**config.mk**
```make
export PLATFORM = sky130hd
export DESIGN_NAME = core_run_ctrl
export DESIGN_NICKNAME = d
export VERILOG_FILES = /design/src/rtl/core_run_ctrl.sv
export SDC_FILE = /design/constraint.sdc
export NUM_CORES = 1
export LEC_CHECK = 0
export BUFFER_PORTS_ARGS = -buffer_cell sky130_fd_sc_hd__buf_4
export CORE_MARGIN = 2
export CORE_UTILIZATION = 59
export CTS_CLUSTER_SIZE = 24
export DETAILED_ROUTE_END_ITERATION = 16
export PLACE_DENSITY = 0.86
export SKIP_LAST_GASP = 1
export SLEW_MARGIN = 0
export SYNTH_ARGS = -nofsm -noshare
export SYNTH_HDL_FRONTEND = slang
export SYNTH_SLANG_ARGS = --single-unit
```
**constraint.sdc**
```tcl
create_clock -name clk_i -period 4.3 [get_ports clk_i]
set_input_delay 0.86 -clock clk_i [delete_from_list [all_inputs] [get_ports clk_i]]
set_output_delay 0.86 -clock clk_i [all_outputs]
set_load 0.01 [all_outputs]
```
**src/rtl/core_run_ctrl.sv**
```systemverilog
// Run/halt/step sequencer for the single-cycle RISC-V core: gates the core clock-enable,
// issues restarts, streams words into instruction memory and halts on a PC breakpoint.
module core_run_ctrl #(
    parameter int PROG_AW = 8,
    parameter int CNT_W   = 32
) (
    input  logic               clk_i,
    input  logic               rst_ni,
    input  logic               cmd_valid_i,
    output logic               cmd_ready_o,
    input  logic [2:0]         cmd_op_i,
    input  logic [31:0]        cmd_arg_i,
    input  logic [31:0]        core_pc_i,
    input  logic [31:0]        core_last_pc_i,
    output logic               core_en_o,
    output logic               core_restart_o,
    output logic               prog_we_o,
    output logic [PROG_AW-1:0] prog_addr_o,
    output logic [31:0]        prog_data_o,
    output logic               halted_o,
    output logic               bp_hit_o,
    output logic               at_end_o,
    output logic               cmd_err_o,
    output logic [CNT_W-1:0]   retired_o
);

    typedef enum logic [1:0] {
        ST_HALTED  = 2'd0,
        ST_RUN     = 2'd1,
        ST_STEP    = 2'd2,
        ST_RESTART = 2'd3
    } state_e;

    localparam logic [2:0] OP_NOP     = 3'd0;
    localparam logic [2:0] OP_RUN     = 3'd1;
    localparam logic [2:0] OP_HALT    = 3'd2;
    localparam logic [2:0] OP_STEP    = 3'd3;
    localparam logic [2:0] OP_SET_BP  = 3'd4;
    localparam logic [2:0] OP_CLR_BP  = 3'd5;
    localparam logic [2:0] OP_LOAD    = 3'd6;
    localparam logic [2:0] OP_RESTART = 3'd7;

    state_e               state_q, state_d;
    logic                 restart_q, restart_d;
    logic                 prog_we_q, prog_we_d;
    logic [PROG_AW-1:0]   prog_addr_q, prog_addr_d;
    logic [31:0]          prog_data_q, prog_data_d;
    logic [PROG_AW-1:0]   load_ptr_q, load_ptr_d;
    logic                 bp_en_q, bp_en_d;
    logic [31:0]          bp_addr_q, bp_addr_d;
    logic                 bp_hit_q, bp_hit_d;
    logic                 cmd_err_q, cmd_err_d;
    logic [CNT_W-1:0]     retired_q, retired_d;
    logic [31:0]          step_left_q, step_left_d;
    logic                 skip_q, skip_d;

    logic                 accept;
    logic                 bp_at_pc;
    logic                 bp_match;
    logic                 active;
    logic                 halt_cmd;
    logic                 bad_in_active;

    assign accept    = cmd_valid_i & cmd_ready_o;
    assign bp_at_pc  = (core_pc_i == bp_addr_q);
    // skip lets a resume execute the instruction sitting on the breakpoint once
    assign bp_match  = bp_en_q & bp_at_pc & ~skip_q;
    assign active    = (state_q == ST_RUN) || (state_q == ST_STEP);
    assign halt_cmd  = accept && (cmd_op_i == OP_HALT);
    assign bad_in_active = (cmd_op_i == OP_RUN) || (cmd_op_i == OP_STEP) ||
                           (cmd_op_i == OP_LOAD) || (cmd_op_i == OP_RESTART);

    assign cmd_ready_o    = (state_q != ST_RESTART);
    assign core_en_o      = active & ~bp_match;
    assign core_restart_o = restart_q;
    assign prog_we_o      = prog_we_q;
    assign prog_addr_o    = prog_addr_q;
    assign prog_data_o    = prog_data_q;
    assign halted_o       = (state_q == ST_HALTED);
    assign bp_hit_o       = bp_hit_q;
    assign at_end_o       = halted_o & (core_pc_i == core_last_pc_i);
    assign cmd_err_o      = cmd_err_q;
    assign retired_o      = retired_q;

    always_comb begin
        state_d     = state_q;
        restart_d   = 1'b0;
        prog_we_d   = 1'b0;
        prog_addr_d = prog_addr_q;
        prog_data_d = prog_data_q;
        load_ptr_d  = load_ptr_q;
        bp_en_d     = bp_en_q;
        bp_addr_d   = bp_addr_q;
        bp_hit_d    = bp_hit_q;
        cmd_err_d   = 1'b0;
        retired_d   = retired_q;
        step_left_d = step_left_q;
        skip_d      = skip_q;

        if (core_en_o) begin
            skip_d = 1'b0;
            if (retired_q != {CNT_W{1'b1}}) begin
                retired_d = retired_q + CNT_W'(1);
            end
        end

        // Breakpoint edits are legal whenever a command is accepted
        if (accept && (cmd_op_i == OP_SET_BP)) begin
            bp_addr_d = cmd_arg_i;
            bp_en_d   = 1'b1;
        end
        if (accept && (cmd_op_i == OP_CLR_BP)) begin
            bp_en_d = 1'b0;
        end

        case (state_q)
            ST_HALTED: begin
                if (accept) begin
                    case (cmd_op_i)
                        OP_RUN: begin
                            state_d  = ST_RUN;
                            skip_d   = bp_en_q & bp_at_pc;
                            bp_hit_d = 1'b0;
                        end
                        OP_STEP: begin
                            state_d     = ST_STEP;
                            step_left_d = (cmd_arg_i == 32'd0) ? 32'd1 : cmd_arg_i;
                            skip_d      = bp_en_q & bp_at_pc;
                            bp_hit_d    = 1'b0;
                        end
                        OP_LOAD: begin
                            prog_we_d   = 1'b1;
                            prog_addr_d = load_ptr_q;
                            prog_data_d = cmd_arg_i;
                            load_ptr_d  = load_ptr_q + PROG_AW'(1);
                        end
                        OP_RESTART: begin
                            state_d   = ST_RESTART;
                            restart_d = 1'b1;
                        end
                        default: ;
                    endcase
                end
            end

            ST_RUN, ST_STEP: begin
                if (accept && bad_in_active) begin
                    cmd_err_d = 1'b1;
                end
                if (bp_match) begin
                    // The breakpointed instruction is not executed; a racing HALT is absorbed here
                    state_d     = ST_HALTED;
                    bp_hit_d    = 1'b1;
                    step_left_d = 32'd0;
                end else begin
                    if (state_q == ST_STEP) begin
                        step_left_d = step_left_q - 32'd1;
                        if (step_left_q == 32'd1) begin
                            state_d = ST_HALTED;
                        end
                    end
                    if (halt_cmd) begin
                        state_d     = ST_HALTED;
                        step_left_d = 32'd0;
                    end
                end
            end

            ST_RESTART: begin
                state_d    = ST_HALTED;
                load_ptr_d = '0;
                retired_d  = '0;
                bp_hit_d   = 1'b0;
            end

            default: state_d = ST_HALTED;
        endcase
    end

    always_ff @(posedge clk_i or negedge rst_ni) begin
        if (!rst_ni) begin
            state_q     <= ST_HALTED;
            restart_q   <= 1'b0;
            prog_we_q   <= 1'b0;
            prog_addr_q <= '0;
            prog_data_q <= '0;
            load_ptr_q  <= '0;
            bp_en_q     <= 1'b0;
            bp_addr_q   <= '0;
            bp_hit_q    <= 1'b0;
            cmd_err_q   <= 1'b0;
            retired_q   <= '0;
            step_left_q <= '0;
            skip_q      <= 1'b0;
        end else begin
            state_q     <= state_d;
            restart_q   <= restart_d;
            prog_we_q   <= prog_we_d;
            prog_addr_q <= prog_addr_d;
            prog_data_q <= prog_data_d;
            load_ptr_q  <= load_ptr_d;
            bp_en_q     <= bp_en_d;
            bp_addr_q   <= bp_addr_d;
            bp_hit_q    <= bp_hit_d;
            cmd_err_q   <= cmd_err_d;
            retired_q   <= retired_d;
            step_left_q <= step_left_d;
            skip_q      <= skip_d;
        end
    end

endmodule

```
==> summary.txt <==
Yosys
  – Syn avg cell area: 10.4 µm²
  – Warning count from the yosys run: 0
  – Ys async rst share: 1.00
  – Mapped cell area: 0.00818 mm²
  – Top post-synthesis cells by area: dfrtp_1 (46%), mux2_2 (10%), xnor2_1 (6.0%)
  – Synth top area share: 0.465
  – Largest area contributor in the netlist: dfrtp_1
  – Synth Instances: 789
  – Cell variety after synth: 59
  – Post-synth EDFFs: 0
  – Syn Nets: 899
  – Sequential area share after synthesis: 0.465
  – Dominant synthesized flop cell: dfrtp_1
  – Synth Register Bits: 152

Finish
  – Layout cell share with drive strength beyond 1: 0.319
  – Fill cells: 934
  – Layout Nets: 1075
  – Area delta synth->final: 26.3%
  – Storage cell area: 0.00380 mm²
  – Number of diodes: 0
  – Final non-filler cell total: 1158
  – Multi-input gate area: 0.00416 mm²

Floorplan
  – Die area: 0.0148 mm²
  – Io pins: 182
  – Chip width: 122 µm
  – Die Span Y: 122 µm
  – Starting Density: 0.596
  – # rows: 43
  – Total core area: 0.0137 mm²

Global route
  – Overflow after GRT: 0
  – Vias in the first global route: 6845
  – Initial antenna violation count: 0
  – Tot GR Track Use: 0.328
  – First-pass GRT wire length: 36800 µm
  – Largest net degree at the start of global routing: 106

Clock tree
  – CTS Sinks: 152
  – Worst-skew pair later-pin latency: 0.43 ns
  – Total CTS buffers: 17
  – CTS H-tree depth: 4
  – Resize count post-CTS: 0
  – Post-CTS Setup Bufs: 0
  – Reg clk slew, reported paths: 0.06 ns
  – CTS tree: built
  – Hold buffer count at CTS: 0
  – Root Buffer: clkbuf_16
  – Clock Tree Buf Depth: 2

Drt
  – Via count: 7259
  – Total Wirelength: 23900 µm
  – DR vias/cell: 6.27
  – Post-route DRC: 0
  – Starting DRT DRC Count: 802
  – First-pass detailed-route iteration total: 5
  – Final ANT Viol Nets: 0
  – WL/cell: 20.7 µm

Timing
  – Final hold violation count: 0
  – Final setup violation count: 0
  – Final period util: 0.800
  – Fin crit period: 3.44 ns
  – Final max-slew violation count: 0
  – Hold slack: 0.493 ns
  – Setup tns final: 0 ns
  – Max_slew headroom: 0.348
  – Slew @ Worst Pin: 0.978 ns
  – Clock Skews: 0.00644 ns
  – RSZ-0062 raised after global routing: false
  – Fmax: 291 MHz

Power and ir drop
  – Leak Pwr: 0.00460 µW
  – Power Density: 606 mW/mm²
  – Worst vdd ir: 0.451 mV

Placement
  – DP HPWL: 16700 µm
  – Placed cells: 1126
  – Routability Congestion: 0.925
  – IO buf count: 181

Worst setup path
  – Critical Path AT: 2.58 ns
  – Crit-path max cell delay: 0.63 ns
  – Crit start category: primary input
  – Crit path top cell by count: buf_4
  – Delay-heaviest family, CP: simple AND/OR/NAND/NOR gates
  – Critical path depth: 6
  – WP buf/inv: 2
  – CP endpoint kind: output pin
  – Critical Path Fanout Max: 6
  – Worst path slowest cell: nor4_1
  – Reg2Reg Depth: 7
  – Req. time, crit path: 3.44 ns
  – Crit path kind: primary input to output pin
  – Critical path, cell by cell: buf_4 -> xnor2_1 -> nand4_1 -> nor4_1 -> a41oi_2 -> buf_4

Min path
  – Hold Path Class: flip-flop to flip-flop
  – Hold depth: 1

Outcome
  – Status: finished clean

Run
  – Max_cap viols: 0
-- through the flow --
step / area [µm²] / total power [µW] / setup WS, ns / utilization
detailed placement: 9730 / 4660 / 0.904 / 0.709
global route: 10300 / 6580 / 0.773 / 0.753
floorplan: 8180 / 3780 / 1.47 / -
finish: 10300 / 6270 / 0.861 / 0.753
CTS: 10300 / 6240 / 0.900 / 0.753
global placement: 9730 / 4580 / 0.922 / 0.709
-- flip-flops by register name (all words and copies together) (netlist names) --
register,flops
state_q,2
cmd_err_o,1
prog_data_o,32
prog_addr_o,8
bp_addr_q,32
retired_o,32
prog_we_o,1
load_ptr_q,8
step_left_q,32
skip_q,1
core_restart_o,1
bp_hit_o,1
bp_en_q,1
-- logic make-up (layout without fill, tap and decap cells) --
| logic type | count (synthesis) | count (layout) | share of synthesized area |
|---|---|---|---|
| simple gates | 284 | 284 | 0.184 |
| flops | 152 | 152 | 0.465 |
| compound gates | 124 | 124 | 0.110 |
| xor+xnor | 85 | 85 | 0.0910 |
| mux | 79 | 79 | 0.108 |
| buf+inv | 57 | 246 | 0.0291 |
| fa+ha+maj | 8 | 8 | 0.0122 |
-- layout make-up --
cell class              instances  share of cell area
clock buffers                  21              0.0446
repair buffers                192               0.141
flip-flops and latches        152               0.368
inverters                      22             0.00799
multi-input cells             580               0.402
well taps                     180              0.0218
clock inverters                11              0.0140
-- path summary, 6_finish.rpt --
check / start / endpoint / slack, ns
setup / recovery: core_pc_i[28] / core_en_o / 0.86
hold reg to reg: bp_hit_o / bp_hit_o / 0.49
setup reg to reg: step_left_q[9] / step_left_q[31] / 1.24
max in group asynchronous: rst_ni / load_ptr_q[6] / 2.93
hold / removal: bp_hit_o / bp_hit_o / 0.49
min in group asynchronous: rst_ni / step_left_q[8] / 0.55
-- placed cells by master (no fill, tap or decap), types with 23 or more instances in the layout --
master / synthesis / layout
xnor2_1: 56 / 56
nand2_1: 30 / 30
mux2_2: 76 / 76
nor4_1: 23 / 23
nand3_1: 33 / 33
o21ai_1: 24 / 24
xor2_1: 29 / 29
nand4_1: 39 / 39
a22o_1: 33 / 33
buf_4: 2 / 190
dfrtp_1: 152 / 152
nor3_1: 24 / 23
nor2_1: 70 / 70
-- synthesized netlist by cell type (all sizes together) (11+ instances only) --
cell type / count
nand4: 39
nor2: 70
o2bb2ai: 11
o21ai: 35
nand2: 30
mux2: 76
nor4: 25
a22o: 33
nand2b: 17
clkbuf: 24
xnor2: 56
nor3: 25
inv: 22
xor2: 29
nand3: 33
buf: 11
dfrtp: 152
-- power by group --
group          internal [µW]  switching (µW)  leakage (µW)  total, µW
Sequential              1880             401       0.00194       2280
Clock                    944             608      0.000290       1550
Combinational           1110            1320       0.00237       2430
-- per-layer routing --
metal | vias up | global-route usage | wire, µm
met5 | - | 0 | 0
met4 | 0 | 0.147 | 872
met2 | 419 | 0.533 | 11600
met1 | 3538 | 0.430 | 9440
li1 | 3238 | - | -
met3 | 64 | 0.0632 | 2010
(Power assumes the default switching activity.)
